## src/rtl/ray_frame_scheduler.sv

```systemverilog
// Frame sequencer for the raytracer: issues (pixel, triangle) intersection jobs in raster order,
// keeps the closest hit per pixel, writes it to the pixel sink and pulses update at frame end.
module ray_frame_scheduler #(
  parameter int unsigned WIDTH     = 64,
  parameter int unsigned HEIGHT    = 48,
  parameter int unsigned MAX_TRIS  = 12,
  parameter int unsigned DEPTH_W   = 16,
  parameter int unsigned MAX_OUTST = 4,
  localparam int unsigned XW = (WIDTH  > 1) ? $clog2(WIDTH)  : 1,
  localparam int unsigned YW = (HEIGHT > 1) ? $clog2(HEIGHT) : 1,
  localparam int unsigned TW = $clog2(MAX_TRIS + 1)
) (
  input  logic               sysclk,
  input  logic               rst,
  input  logic               start,
  input  logic               continuous,
  input  logic [TW-1:0]      num_tris,
  output logic               req_valid,
  input  logic               req_ready,
  output logic [XW-1:0]      req_x,
  output logic [YW-1:0]      req_y,
  output logic [TW-1:0]      req_tri,
  input  logic               rsp_valid,
  input  logic               rsp_hit,
  input  logic [DEPTH_W-1:0] rsp_depth,
  output logic               pix_valid,
  input  logic               pix_ready,
  output logic [XW-1:0]      pix_x,
  output logic [YW-1:0]      pix_y,
  output logic               pix_hit,
  output logic [TW-1:0]      pix_tri,
  output logic [DEPTH_W-1:0] pix_depth,
  output logic               busy,
  output logic               update,
  output logic               xform_step,
  output logic [15:0]        frame_count
);

  localparam int unsigned OW = $clog2(MAX_OUTST + 1);
  localparam logic [XW-1:0] X_LAST = XW'(WIDTH - 1);
  localparam logic [YW-1:0] Y_LAST = YW'(HEIGHT - 1);
  localparam logic [OW-1:0] OUTST_MAX = OW'(MAX_OUTST);

  typedef enum logic [2:0] {S_IDLE, S_ISSUE, S_DRAIN, S_WRITE, S_FRAME_END} state_t;

  state_t             state_q;
  logic [TW-1:0]      ntri_q, tri_q, rsp_cnt_q;
  logic [XW-1:0]      x_q, pix_x_q;
  logic [YW-1:0]      y_q, pix_y_q;
  logic [OW-1:0]      outst_q, outst_d;
  logic               best_hit_q, pix_hit_q;
  logic [TW-1:0]      best_tri_q, pix_tri_q;
  logic [DEPTH_W-1:0] best_depth_q, pix_depth_q;
  logic               req_valid_q, pix_valid_q, busy_q, update_q, xform_q;
  logic [15:0]        frame_cnt_q;

  logic               req_fire, best_take, tri_last, pix_last;
  logic [TW-1:0]      ntri_clamp_d;

  assign req_fire     = req_valid_q && req_ready;
  assign best_take    = rsp_valid && rsp_hit && (!best_hit_q || (rsp_depth < best_depth_q));
  assign tri_last     = (tri_q == (ntri_q - TW'(1)));
  assign pix_last     = (x_q == X_LAST) && (y_q == Y_LAST);
  assign ntri_clamp_d = (num_tris > TW'(MAX_TRIS)) ? TW'(MAX_TRIS) : num_tris;

  // In-flight request count: a transfer and a response in the same cycle cancel out
  always_comb begin
    outst_d = outst_q;
    case ({req_fire, rsp_valid})
      2'b10:   outst_d = outst_q + OW'(1);
      2'b01:   outst_d = outst_q - OW'(1);
      default: outst_d = outst_q;
    endcase
  end

  always_ff @(posedge sysclk) begin
    if (rst) begin
      state_q      <= S_IDLE;
      ntri_q       <= '0;
      tri_q        <= '0;
      rsp_cnt_q    <= '0;
      x_q          <= '0;
      y_q          <= '0;
      outst_q      <= '0;
      best_hit_q   <= 1'b0;
      best_tri_q   <= '0;
      best_depth_q <= '1;
      pix_x_q      <= '0;
      pix_y_q      <= '0;
      pix_hit_q    <= 1'b0;
      pix_tri_q    <= '0;
      pix_depth_q  <= '1;
      req_valid_q  <= 1'b0;
      pix_valid_q  <= 1'b0;
      busy_q       <= 1'b0;
      update_q     <= 1'b0;
      xform_q      <= 1'b0;
      frame_cnt_q  <= '0;
    end else begin
      update_q <= 1'b0;
      xform_q  <= 1'b0;
      outst_q  <= outst_d;

      // Responses arrive in issue order, so the response count is the triangle index
      if (rsp_valid) begin
        rsp_cnt_q <= rsp_cnt_q + TW'(1);
        if (best_take) begin
          best_hit_q   <= 1'b1;
          best_tri_q   <= rsp_cnt_q;
          best_depth_q <= rsp_depth;
        end
      end

      case (state_q)
        S_IDLE: begin
          if (start) begin
            ntri_q      <= ntri_clamp_d;
            busy_q      <= 1'b1;
            req_valid_q <= (ntri_clamp_d != '0);
            state_q     <= S_ISSUE;
          end
        end
        S_ISSUE: begin
          if (ntri_q == '0) begin
            pix_x_q     <= x_q;
            pix_y_q     <= y_q;
            pix_hit_q   <= best_hit_q;
            pix_tri_q   <= best_tri_q;
            pix_depth_q <= best_depth_q;
            pix_valid_q <= 1'b1;
            state_q     <= S_WRITE;
          end else begin
            if (req_fire) tri_q <= tri_q + TW'(1);
            if (req_fire && tri_last) begin
              req_valid_q <= 1'b0;
              state_q     <= S_DRAIN;
            end else begin
              req_valid_q <= (outst_d < OUTST_MAX);
            end
          end
        end
        S_DRAIN: begin
          if (rsp_cnt_q == ntri_q) begin
            pix_x_q     <= x_q;
            pix_y_q     <= y_q;
            pix_hit_q   <= best_hit_q;
            pix_tri_q   <= best_tri_q;
            pix_depth_q <= best_depth_q;
            pix_valid_q <= 1'b1;
            state_q     <= S_WRITE;
          end
        end
        S_WRITE: begin
          if (pix_ready) begin
            pix_valid_q  <= 1'b0;
            tri_q        <= '0;
            rsp_cnt_q    <= '0;
            best_hit_q   <= 1'b0;
            best_tri_q   <= '0;
            best_depth_q <= '1;
            if (pix_last) begin
              x_q         <= '0;
              y_q         <= '0;
              update_q    <= 1'b1;
              xform_q     <= 1'b1;
              frame_cnt_q <= frame_cnt_q + 16'd1;
              state_q     <= S_FRAME_END;
            end else begin
              if (x_q == X_LAST) begin
                x_q <= '0;
                y_q <= y_q + YW'(1);
              end else begin
                x_q <= x_q + XW'(1);
              end
              req_valid_q <= (ntri_q != '0) && (outst_d < OUTST_MAX);
              state_q     <= S_ISSUE;
            end
          end
        end
        S_FRAME_END: begin
          if (continuous) begin
            ntri_q      <= ntri_clamp_d;
            req_valid_q <= (ntri_clamp_d != '0);
            state_q     <= S_ISSUE;
          end else begin
            busy_q  <= 1'b0;
            state_q <= S_IDLE;
          end
        end
        default: state_q <= S_IDLE;
      endcase
    end
  end

  assign req_valid   = req_valid_q;
  assign req_x       = x_q;
  assign req_y       = y_q;
  assign req_tri     = tri_q;
  assign pix_valid   = pix_valid_q;
  assign pix_x       = pix_x_q;
  assign pix_y       = pix_y_q;
  assign pix_hit     = pix_hit_q;
  assign pix_tri     = pix_tri_q;
  assign pix_depth   = pix_depth_q;
  assign busy        = busy_q;
  assign update      = update_q;
  assign xform_step  = xform_q;
  assign frame_count = frame_cnt_q;

endmodule
```

## config.mk

```make
export PLATFORM = sky130hd
export DESIGN_NAME = ray_frame_scheduler
export DESIGN_NICKNAME = d
export VERILOG_FILES = /design/src/rtl/ray_frame_scheduler.sv
export SDC_FILE = /design/constraint.sdc
export NUM_CORES = 1
export LEC_CHECK = 0
export ABC_CLOCK_PERIOD_IN_PS = 2200
export CAP_MARGIN = 20
export CORE_MARGIN = 1
export CORE_UTILIZATION = 52
export DETAILED_ROUTE_END_ITERATION = 6
export PLACE_DENSITY = 0.91
export SYNTH_ARGS = -nofsm -noshare
export SYNTH_HDL_FRONTEND = slang
export SYNTH_SLANG_ARGS = --single-unit
```

## constraint.sdc

```tcl
create_clock -name sysclk -period 2.2 [get_ports sysclk]
set_input_delay 0.22 -clock sysclk [delete_from_list [all_inputs] [get_ports sysclk]]
set_output_delay 0.22 -clock sysclk [all_outputs]
set_load 0.05 [all_outputs]
```

==> results of run 1 <==
-- layout by cell type (no fill, tap or decap), types with 10 or more instances in the layout --
cell type,netlist,routed
nand2_1,99,99
dfxtp_1,104,99
clkdlybuf4s50_1,0,96
nor2_1,82,82
a21oi_1,34,33
mux2i_1,28,27
buf_4,3,27
xor2_1,25,25
ha_1,23,22
nand3b_1,17,17
inv_1,18,17
xnor2_1,15,15
nand3_1,15,14
nor3_1,12,11
clkbuf_8,0,10
-- stage by stage --
step	worst slack [ns]	instance area, um^2
after floorplan	0.00315	4900
after global placement	-0.213	6150
after detailed placement	-0.331	6150
after CTS	-0.0198	6400
after global routing	-0.0674	6450
final	-0.0120	6450
-- power by group through the flow --
stage | Clock (W) | Combinational (W) | Sequential (W)
2_1_floorplan | 0 | 0.00107 | 0.00290
3_3_place_gp | 0 | 0.00235 | 0.00235
3_5_place_dp | 0 | 0.00243 | 0.00237
4_1_cts | 0.00116 | 0.00248 | 0.00232
5_1_grt | 0.00124 | 0.00271 | 0.00236
6_report | 0.00115 | 0.00250 | 0.00233
-- area by class of cell --
class	instances	area, um^2
sequential	104	2090
fill	651	2750
clock buffer	11	141
inverter	18	67.6
multi-input combinational	419	2680
tap	111	139
clock inverter	5	47.5
timing repair buffer	130	1290
-- repair_timing --
| item | CTS | global route |
|---|---|---|
| endpoints found under the setup margin | 19 | 23 |
| gates resized for setup | 8 | 11 |
| pin swaps | 2 | 5 |
| gates cloned | 1 | 0 |
| buffers inserted | 1 | 0 |
-- path summary, 6_finish.rpt --
check | start | end | slack, ns | depth (start not counted)
setup / recovery | best_depth_q[14] | best_tri_q[1] | -0.01 | 9
hold / removal | rst | frame_count[13] | 0.23 | 2
setup reg to reg | best_depth_q[14] | best_tri_q[1] | -0.01 | 9
hold reg to reg | pix_y[0] | pix_y[0] | 0.46 | 2
-- registers in the layout (all words and copies together) (netlist names), 3 cells and up --
register and flops:
rsp_cnt_q 4, outst_q 3, req_y 6, best_tri_q 4
pix_depth 16, req_x 6, frame_count 16, state_q 3
req_tri 4, pix_y 6, pix_x 6, ntri_q 4
best_depth_q 16, pix_tri 4
-- layer usage --
layer,share of wire [%],track usage [%],vias to the layer above
li1,-,-,2143
met1,41,31.2,2087
met2,50,45.9,160
met3,5.5,5.53,31
met4,3.1,11.4,0
met5,0,0,-
-- cell families (layout without fill, tap and decap cells) --
| kind of cell | Yosys count | count (layout) | synth area share (%) |
|---|---|---|---|
| buffers and inverters | 47 | 164 | 4.31 |
| AND/OR/NAND/NOR | 264 | 264 | 26.2 |
| flip-flops | 104 | 104 | 42.5 |
| XOR/XNOR | 40 | 40 | 7.15 |
| adder cells (fa/ha/maj) | 24 | 24 | 6.28 |
| AO/OA/AOI/OAI | 63 | 63 | 7.81 |
| multiplexers | 28 | 28 | 5.72 |
-- worst max-delay path: stages (launching register included) --
cell	delay, ns
dfxtp_1	0.38
inv_1	0.07
ha_1	0.30
buf_4	0.15
a21o_1	0.15
a21oi_2	0.19
nand3_2	0.14
o32a_4	0.39
buf_16	0.17
mux2i_2	0.14
==> results by group, run 1 <==
Run status
  – Run status: finished with violations
  – Failing checks: setup timing

Placement
  – Port buffer count: 97
  – Post-DP HPWL: between 8 and 9 mm
  – DP Cell Count: just under 800
  – RD Place Congestion: 0.888

Synth
  – Synthesized cell area: 0.00490 mm^2
  – Ys async rst share: 0%
  – Number of flops mapped to enable cells by yosys: 0
  – Largest area contributor in the netlist: dfxtp_1
  – Yosys cell types: 52
  – Register bit total from synthesis: approximately 100
  – Synth top area cells: dfxtp_1 42%, nand2_1 7.6%, nor2_1 6.3%
  – Seq/Total Area, Yosys: ~42%
  – Synth warn: 0
  – Share of the synthesized area in the top cell type: around 42%
  – Synth Area per Inst: ~8.6 um^2
  – Mapped Nets: approximately 620
  – Prevailing post-synth register cell: dfxtp_1
  – Cell with the most instances after synthesis: dfxtp_1
  – Synth top cells by count: 104 x dfxtp_1, 99 x nand2_1, 82 x nor2_1, 34 x a21oi_1, 28 x mux2i_1
  – Gate Count Post-Synth: 570

Clock network
  – Clock latency on the worst-skew pair: approximately 0.37 ns
  – Root Buffer: clkbuf_8
  – Cts bufs inserted: 9
  – CTS max path bufs: 2
  – Total clock sinks: around 100
  – Clk slew on worst S/H paths: roughly 0.11 ns
  – CTS H-tree depth: 3
  – CTS Hold Bufs: 0
  – CTS tree: built

STA
  – Worst-Margin Slew: approximately 0.54 ns
  – Setup Skew: ~0.018 ns
  – Setup TNS: -0.0186 ns
  – Hold_ws: approximately 0.23 ns
  – Final Hold Violating Endpoints: 0
  – Tmin final: approximately 2.2 ns
  – Final worst path period share: 101%
  – Fmax: ~450 MHz
  – Final Worst Setup Slack: -0.0120 ns
  – Final Max Slew Viols: 0
  – Final setup fails: 2
  – Max_slew headroom: 63.6%
  – RSZ-0062 raised after global routing: yes

Critical path
  – CP Data Required Time: 2.46 ns
  – Setup CP Type: flop to flop
  – WP data arrival: about 2.5 ns
  – Critical Path Fanout Max: 7
  – Setup crit end kind: flop
  – Startpoint Class: flop

Finish
  – Final nets: ~730
  – Area grow syn2layout: 31.6%
  – Layout cells sized above 1: 11.4%
  – # diodes: 0
  – Final non-filler cell total: 798
  – Final Core Density: 70.1%

Drt
  – Wire per inst: around 16 um
  – Detailed Routing Iterations Pass 1: 5
  – Post-DRT Antenna Nets: 0
  – Vias/cell: ~5.5
  – Vias: around 4400
  – DRC viols: 0
  – Total Wirelength: between 10 and 15 mm
  – First-iteration detailed-routing DRC count: roughly 160

Die
  – Die height: just under 100 um
  – Chip Width: approximately 100 um
  – Std-Cell Rows: 35
  – Die area: 0.00982 mm^2
  – Core area: slightly above 0.009 mm^2
  – Initial Util: between 50% and 60%
  – I/O pins: ~100

Pwr
  – VDD IR-drop max: 692 uV
  – Comb pwr share: about two fifths
  – Power, Total: approximately 0.006 W
  – PwrDens: 927 mW/mm^2
  – Seq pwr share: 38.9%
  – Leak Pwr: between 2 and 3 nW
  – Switch Pwr: 0.00243 W
  – Clock Power Share: approximately a fifth
  – Internal power: roughly 0.0035 W
  – Switching share of power: between 40% and 50%

Global routing
  – Total track usage: 26.3%
  – Vias in the first global route: about 4400
  – Initial antenna violation count: 0
  – Overflow after GRT: 0
  – First-pass GRT wire length: roughly 21 mm
  – Largest net degree at the start of global routing: 41

Flow run
  – Max-cap violations: 0

Worst hold path
  – Worst hold path class: primary input to flop
Note: power is estimated with default switching activity, not from simulation.
==> run 2, diff against run 1 <==
==> config.mk (replaced) <==
export PLATFORM = sky130hd
export DESIGN_NAME = ray_frame_scheduler
export DESIGN_NICKNAME = d
export VERILOG_FILES = /design/src/rtl/ray_frame_scheduler.sv
export SDC_FILE = /design/constraint.sdc
export NUM_CORES = 1
export LEC_CHECK = 0
export ABC_CLOCK_PERIOD_IN_PS = 1840
export CAP_MARGIN = 20
export CORE_MARGIN = 1
export CORE_UTILIZATION = 47
export DETAILED_ROUTE_END_ITERATION = 6
export PLACE_DENSITY = 0.88
export SYNTH_ARGS = -nofsm -noshare
export SYNTH_HDL_FRONTEND = slang
export SYNTH_SLANG_ARGS = --single-unit
==> constraint.sdc (replaced) <==
create_clock -name sysclk -period 1.84 [get_ports sysclk]
set_input_delay 0.184 -clock sysclk [delete_from_list [all_inputs] [get_ports sysclk]]
set_output_delay 0.184 -clock sysclk [all_outputs]
set_load 0.05 [all_outputs]
==> run 2 against run 1 <==
Net effect: the run still ends with setup timing left; via count grew 3.5%; combinational power up 44%; worst hold slack lost 0.051 ns; critical path depth decreased by 1; utilization up 1.3 points; first-iteration DRC count up 5.0%; global-route usage decreased by 1.4 points; die area grew 10%; final area is 10% higher; worst setup slack worse by 0.26 ns; non-clock buffer count grew 40; maximum frequency up 4.8%; largest cell class unchanged.
==> results by group, run 2 (synthesized netlist as in run 1, its figures left out) <==
Critical path
  – RR Startpoint: best_depth_q[13]
  – Worst reg2reg path endpoint: best_depth_q[9]
  – CP Data Required Time: 2.14 ns (-0.32 ns)
  – Startpoint Class: flop
  – Critical Path Fanout Max: 6 (-1)
  – Setup CP Type: flop to flop
  – WP data arrival: 2.41 ns (-0.06 ns)
  – R2r worst-path depth: 8 (-1)
  – Setup crit end kind: flop
  – R2R setup slack: -0.27 ns (-0.26 ns)

Drt
  – DRC viols: 0 (unchanged)
  – Vias/cell: 5.32 (-4.0%)
  – Detailed Routing Iterations Pass 1: 4 (-1)
  – Post-DRT Antenna Nets: 0 (unchanged)
  – Total Wirelength: 14.1 mm (+12%)
  – First-iteration detailed-routing DRC count: 169 (+5.0%)
  – Vias: 4575 (+3.5%)
  – Wire per inst: 16.4 um (+3.8%)

Clock network
  – CTS tree: built
  – CTS max path bufs: 2 (unchanged)
  – Clock latency on the worst-skew pair: 0.39 ns (+0.02 ns)
  – Clk slew on worst S/H paths: 0.10 ns (about the same)
  – Cts bufs inserted: 9 (unchanged)
  – Root Buffer: clkbuf_8
  – Total clock sinks: 104 (unchanged)
  – CTS H-tree depth: 3 (unchanged)

Die
  – Chip Width: 104 um (+5.1%)
  – Core area: 0.00995 mm^2 (+8.2%)
  – Initial Util: 49.2% (-4.1 points)
  – Die height: 104 um (+5.1%)
  – Std-Cell Rows: 36 (+2.9%)
  – Die area: 0.0108 mm^2 (+10%)
  – I/O pins: 98 (unchanged)

Worst hold path
  – Worst hold path class: primary input to flop
  – Worst hold start: rst
  – Worst Hold End: req_x[0]
  – Hold depth: 2 (unchanged)

Pwr
  – Internal power: 0.00482 W (+36%)
  – Switch Pwr: 0.00315 W (+29%)
  – Seq pwr share: 35.1% (-3.8 points)
  – Power, Total: 0.00796 W (+33%)
  – Leak Pwr: 3.20 nW (+16%)
  – VDD IR-drop max: 729 uV (+5.3%)
  – Clock Power Share: 19.9% (+0.7 points)
  – Comb pwr share: 45.0% (+3.1 points)
  – Switching share of power: 39.5% (-1.2 points)
  – PwrDens: 1120 mW/mm^2 (+21%)

STA
  – Final setup fails: 21 (+19)
  – Hold_ws: 0.181 ns (-0.0513 ns)
  – Tmin final: 2.11 ns (-0.100 ns)
  – Final worst path period share: 115% (+14 points)
  – Final Hold Violating Endpoints: 0 (unchanged)
  – Worst-Margin Slew: 0.537 ns (-0.00724 ns)
  – Setup TNS: -4.43 ns (-4.42 ns)
  – Setup Skew: 0.0149 ns (-0.00316 ns)
  – Final Max Slew Viols: 0 (unchanged)
  – Final Worst Setup Slack: -0.272 ns (-0.260 ns)
  – Max_slew headroom: 64.1% (+0.48 points)
  – RSZ-0062 raised after global routing: yes
  – Fmax: 474 MHz (+4.8%)

Finish
  – Commonest non-fill, non-tap cells in the layout: 87 x nand2_1, 82 x dfxtp_1, 81 x nor2_1, 74 x clkdlybuf4s50_1, 63 x buf_4
  – Final nets: 774 (+5.4%)
  – Commonest non-fill, non-tap cell in the layout: nand2_1
  – Area grow syn2layout: 45.2%
  – # diodes: 0 (unchanged)
  – Layout filler cell count: 651 (unchanged)
  – Layout cells sized above 1: 23.8% (+12 points)
  – Final non-filler cell total: 860 (+7.8%)

Global routing
  – Overflow after GRT: 0 (unchanged)
  – Largest net degree at the start of global routing: 63 (+54%)
  – Vias in the first global route: 4507 (+3.1%)
  – Initial antenna violation count: 0 (unchanged)
  – Total track usage: 24.9% (-1.4 points)
  – First-pass GRT wire length: 21.9 mm (+6.6%)

Placement
  – DP Cell Count: 828 (+6.2%)
  – RD Place Congestion: 0.849 (-4.4%)
  – Post-DP HPWL: 8.84 mm (+0.12%)
  – Port buffer count: 97 (unchanged)

Run status
  – Run status: finished with violations
  – Failing checks: setup timing

Flow run
  – Max-cap violations: 0 (unchanged)
==> run 2: through the flow <==
| step | area (um^2) | util (%) | setup slack [ns] |
|---|---|---|---|
| detailed placement | 6460 | 64.9 | -0.586 |
| floorplan | 5010 | - | -0.0704 |
| global route | 7110 | 71.5 | -0.339 |
| finish | 7110 | 71.5 | -0.272 |
| global placement | 6460 | 64.9 | -0.512 |
| CTS | 6770 | 68.0 | -0.153 |
==> run 2: how the worst max path moves through the flow <==
stage | start | to | slack (ns) | depth (start not counted)
4_1_cts | best_depth_q[10] | best_depth_q[13] | -0.15 | 8
3_3_place_gp | rsp_depth[10] | best_depth_q[10] | -0.51 | 8
5_1_grt | best_depth_q[13] | best_depth_q[9] | -0.34 | 8
3_5_place_dp | rsp_depth[10] | best_depth_q[0] | -0.59 | 8
6_report | best_depth_q[13] | best_depth_q[9] | -0.27 | 8
2_1_floorplan | best_depth_q[10] | best_depth_q[10] | -0.07 | 8
==> run 2: worst max-delay path, stage by stage, from the launching register on <==
cell and delay [ns]:
dfxtp_2 0.34, inv_1 0.04, ha_1 0.31, and4_1 0.20
a2111oi_4 0.21, nand3_1 0.15, o32a_4 0.42, buf_6 0.16
mux2i_2 0.20
==> run 2: metal layers <==
metal / vias to the layer above / global-route usage, % / part of all wire (%)
met1: 2184 / 29.8 / 41
met5: - / 0 / 0
met4: 0 / 11.1 / 2.4
met3: 28 / 4.26 / 4.7
li1: 2224 / - / -
met2: 139 / 43.5 / 52
==> run 2: timing repair <==
| action | CTS | global route |
|---|---|---|
| endpoints found under the setup margin | 41 | 75 |
| gates cloned | 2 | 2 |
| resized for setup | 36 | 58 |
| buffers inserted | 2 | 10 |
| pin swaps | 8 | 36 |
| hold buffers | 0 | 0 |
==> run 2: area by class of cell <==
cell class | count | area (um^2) | share of cell area, %
clock buffers | 9 | 124 | 1.74
clock inverters | 7 | 93.8 | 1.32
inverters | 18 | 67.6 | 0.950
multi-input cells | 419 | 2930 | 41.1
flip-flops and latches | 104 | 2130 | 29.9
well taps | 133 | 166 | 2.34
repair buffers | 170 | 1610 | 22.6
==> run 2: power groups by stage <==
stage	Clock (W)	Sequential (W)	Combinational (W)
floorplan	0	0.00348	0.00130
global placement	0	0.00280	0.00294
detailed placement	0	0.00282	0.00302
CTS	0.00159	0.00277	0.00311
global route	0.00169	0.00283	0.00382
finish	0.00159	0.00279	0.00359
==> run 3, diff against run 2 <==
--- a/config.mk
+++ b/config.mk
@@ -10,7 +10,8 @@
 export CORE_MARGIN = 1
 export CORE_UTILIZATION = 47
 export DETAILED_ROUTE_END_ITERATION = 6
-export PLACE_DENSITY = 0.88
+export PLACE_DENSITY = 0.74
+export SETUP_SLACK_MARGIN = 0.02
 export SYNTH_ARGS = -nofsm -noshare
 export SYNTH_HDL_FRONTEND = slang
 export SYNTH_SLANG_ARGS = --single-unit
==> run 3 against run 2 <==
Net effect: the flow still finishes with violations (setup timing); sequential power is essentially flat; total power shrank 4.2%; die area is the same; global-route usage shrank 2.2 points; via count shrank 3.2%; final cell count shrank 1.0%; maximum frequency grew 6.1%; critical path depth is the same; first-iteration DRC count grew 6.5%; count of clock-buffer cells in the layout grew 2.
==> results by group, run 3 (synthesized netlist as in run 1, its figures left out) <==
Die
  – I/O pins: 98 (unchanged)
  – Std-Cell Rows: 36 (unchanged)
  – Core area: 0.00995 mm^2 (unchanged)
  – Die area: 0.0108 mm^2 (unchanged)
  – Initial Util: 49.2% (unchanged)
  – Die height: 104 um (unchanged)
  – Chip Width: 104 um (unchanged)

Clock network
  – Cts bufs inserted: 9 (unchanged)
  – CTS tree: built
  – CTS H-tree depth: 3 (unchanged)
  – CTS Hold Bufs: 0 (unchanged)
  – CTS max path bufs: 2 (unchanged)
  – Root Buffer: clkbuf_8
  – Total clock sinks: 104 (unchanged)
  – Clk slew on worst S/H paths: 0.10 ns (about the same)
  – Clock latency on the worst-skew pair: 0.38 ns (about the same)

Finish
  – Final Core Density: 69.3% (-2.2 points)
  – Layout filler cell count: 805 (+24%)
  – # diodes: 0 (unchanged)
  – FF/Latch Area: 0.00212 mm^2 (-0.18%)
  – Area of the multi-input gates: 0.00280 mm^2 (-4.2%)
  – Commonest non-fill, non-tap cell in the layout: nand2_1
  – Area grow syn2layout: 40.8%
  – Commonest non-fill, non-tap cells in the layout: 97 x nand2_1, 82 x nor2_1, 81 x dfxtp_1, 71 x clkdlybuf4s50_1, 57 x buf_4
  – Layout cells sized above 1: 20.2% (-3.6 points)
  – Final non-filler cell total: 851 (-1.0%)
  – Final nets: 765 (-1.2%)
  – Design Area, Final: 0.00690 mm^2 (-3.0%)

Critical path
  – Setup crit end kind: flop
  – Setup CP Type: flop to flop
  – CP Data Required Time: 2.11 ns (-0.03 ns)
  – CP max-delay cell: o32a_1
  – CP delay by family, top: compound AO/OA/AOI/OAI gates
  – WP data arrival: 2.26 ns (-0.15 ns)
  – Startpoint Class: flop
  – Worst reg2reg path endpoint: best_depth_q[7]
  – CP Buf/Inv Count: 2 (unchanged)
  – Critical path cell sequence: inv_2 > ha_4 > a21o_1 > a2111oi_4 > nand3_1 > o32a_1 > buf_6 > mux2i_2
  – R2R setup slack: -0.15 ns (+0.12 ns)
  – Slowest Stage Delay on Critical Path: 0.41 ns (about the same)
  – RR Startpoint: best_depth_q[10]
  – R2r worst-path depth: 8 (unchanged)
  – Critical Path Fanout Max: 6 (unchanged)

Pwr
  – VDD IR-drop max: 660 uV (-9.4%)
  – PwrDens: 1110 mW/mm^2 (-1.2%)
  – Leak Pwr: 3.13 nW (-2.2%)
  – Power, Total: 0.00763 W (-4.2%)

STA
  – Final Max Slew Viols: 0 (unchanged)
  – Tmin final: 1.99 ns (-0.121 ns)
  – Setup Skew: 0.00787 ns (-0.00702 ns)
  – Max_slew headroom: 64.3% (+0.15 points)
  – RSZ-0062 raised after global routing: yes
  – Fmax: 502 MHz (+6.1%)
  – Final setup fails: 40 (+90%)
  – Final Hold Violating Endpoints: 0 (unchanged)
  – Final worst path period share: 108% (-6.6 points)
  – Final Worst Setup Slack: -0.151 ns (+0.121 ns)
  – Worst-Margin Slew: 0.538 ns (+0.00151 ns)
  – Hold_ws: 0.167 ns (-0.0138 ns)

Flow run
  – Max-cap violations: 0 (unchanged)

Global routing
  – Total track usage: 22.7% (-2.2 points)
  – Initial antenna violation count: 0 (unchanged)
  – Largest net degree at the start of global routing: 41 (-35%)
  – Vias in the first global route: 4224 (-6.3%)
  – Overflow after GRT: 0 (unchanged)
  – First-pass GRT wire length: 19.9 mm (-9.0%)

Worst hold path
  – Hold depth: 2 (unchanged)
  – Worst Hold End: req_x[0]
  – Worst hold start: rst
  – Worst hold path class: primary input to flop

Placement
  – Port buffer count: 97 (unchanged)
  – Post-Place Cell Area: 0.00645 mm^2 (-0.12%)
  – RD Place Congestion: 0.842 (-0.80%)
  – DP Cell Count: 828 (unchanged)
  – Post-DP HPWL: 8.71 mm (-1.5%)

Drt
  – Vias: 4428 (-3.2%)
  – Vias/cell: 5.20 (-2.2%)
  – First-iteration detailed-routing DRC count: 180 (+6.5%)
  – Total Wirelength: 12.4 mm (-12%)
  – Wire per inst: 14.6 um (-11%)
  – DRC viols: 0 (unchanged)
  – Post-DRT Antenna Nets: 0 (unchanged)
  – Detailed Routing Iterations Pass 1: 5 (+1)

Run status
  – Failing checks: setup timing
  – Run status: finished with violations
run 3: cell types whose count changed in the layout (fill, tap and decap cells not counted), moves of 4 or more:
| cell | change |
|---|---|
| nand2_4 | -7 |
| nand2_1 | +10 |
| a21oi_1 | +4 |
| buf_4 | -6 |
| a21oi_2 | -4 |
run 3: per-layer routing:
layer  up-vias  part of all wire, %  global-route usage (%)
met4         0                  2.0                    10.3
met1      2107                   46                    29.1
li1       2194                    -                       -
met3        19                  3.5                    2.88
met2       108                   49                    38.1
met5         -                    0                       0
run 3: where the power goes:
part           switching [W]  internal, W  total (W)
Sequential          0.000204      0.00256    0.00277
Combinational        0.00198      0.00143    0.00341
Clock               0.000780     0.000666    0.00145
Total                0.00297      0.00466    0.00763
run 3: cell type report:
type / instances / area share, %
timing repair buffer: 161 / 22.4
multi-input combinational: 419 / 40.6
tap: 133 / 2.41
clock inverter: 5 / 0.798
clock buffer: 11 / 2.05
inverter: 18 / 0.979
sequential: 104 / 30.8
run 3: timing repair:
item,4_1_cts,5_1_grt
pin swaps,5,12
resized for setup,29,26
setup endpoints to repair,45,71
cloned,1,3
setup buffers,0,3
run 3: through the flow:
stage / setup WS [ns] / setup TNS, ns
after floorplan: -0.0704 / -1.44
after global placement: -0.532 / -14.23
after detailed placement: -0.573 / -16.03
after CTS: -0.107 / -1.80
after global routing: -0.246 / -8.55
final: -0.151 / -2.78
run 3: worst max path at each step:
stage                           from          endpoint  depth (start not counted)
detailed placement     rsp_depth[10]   best_depth_q[4]                          8
global route        best_depth_q[10]     best_tri_q[3]                          8
finish              best_depth_q[10]   best_depth_q[7]                          8
global placement       rsp_depth[10]  best_depth_q[10]                          8
CTS                 best_depth_q[10]     best_tri_q[3]                          8
floorplan           best_depth_q[10]  best_depth_q[10]                          8
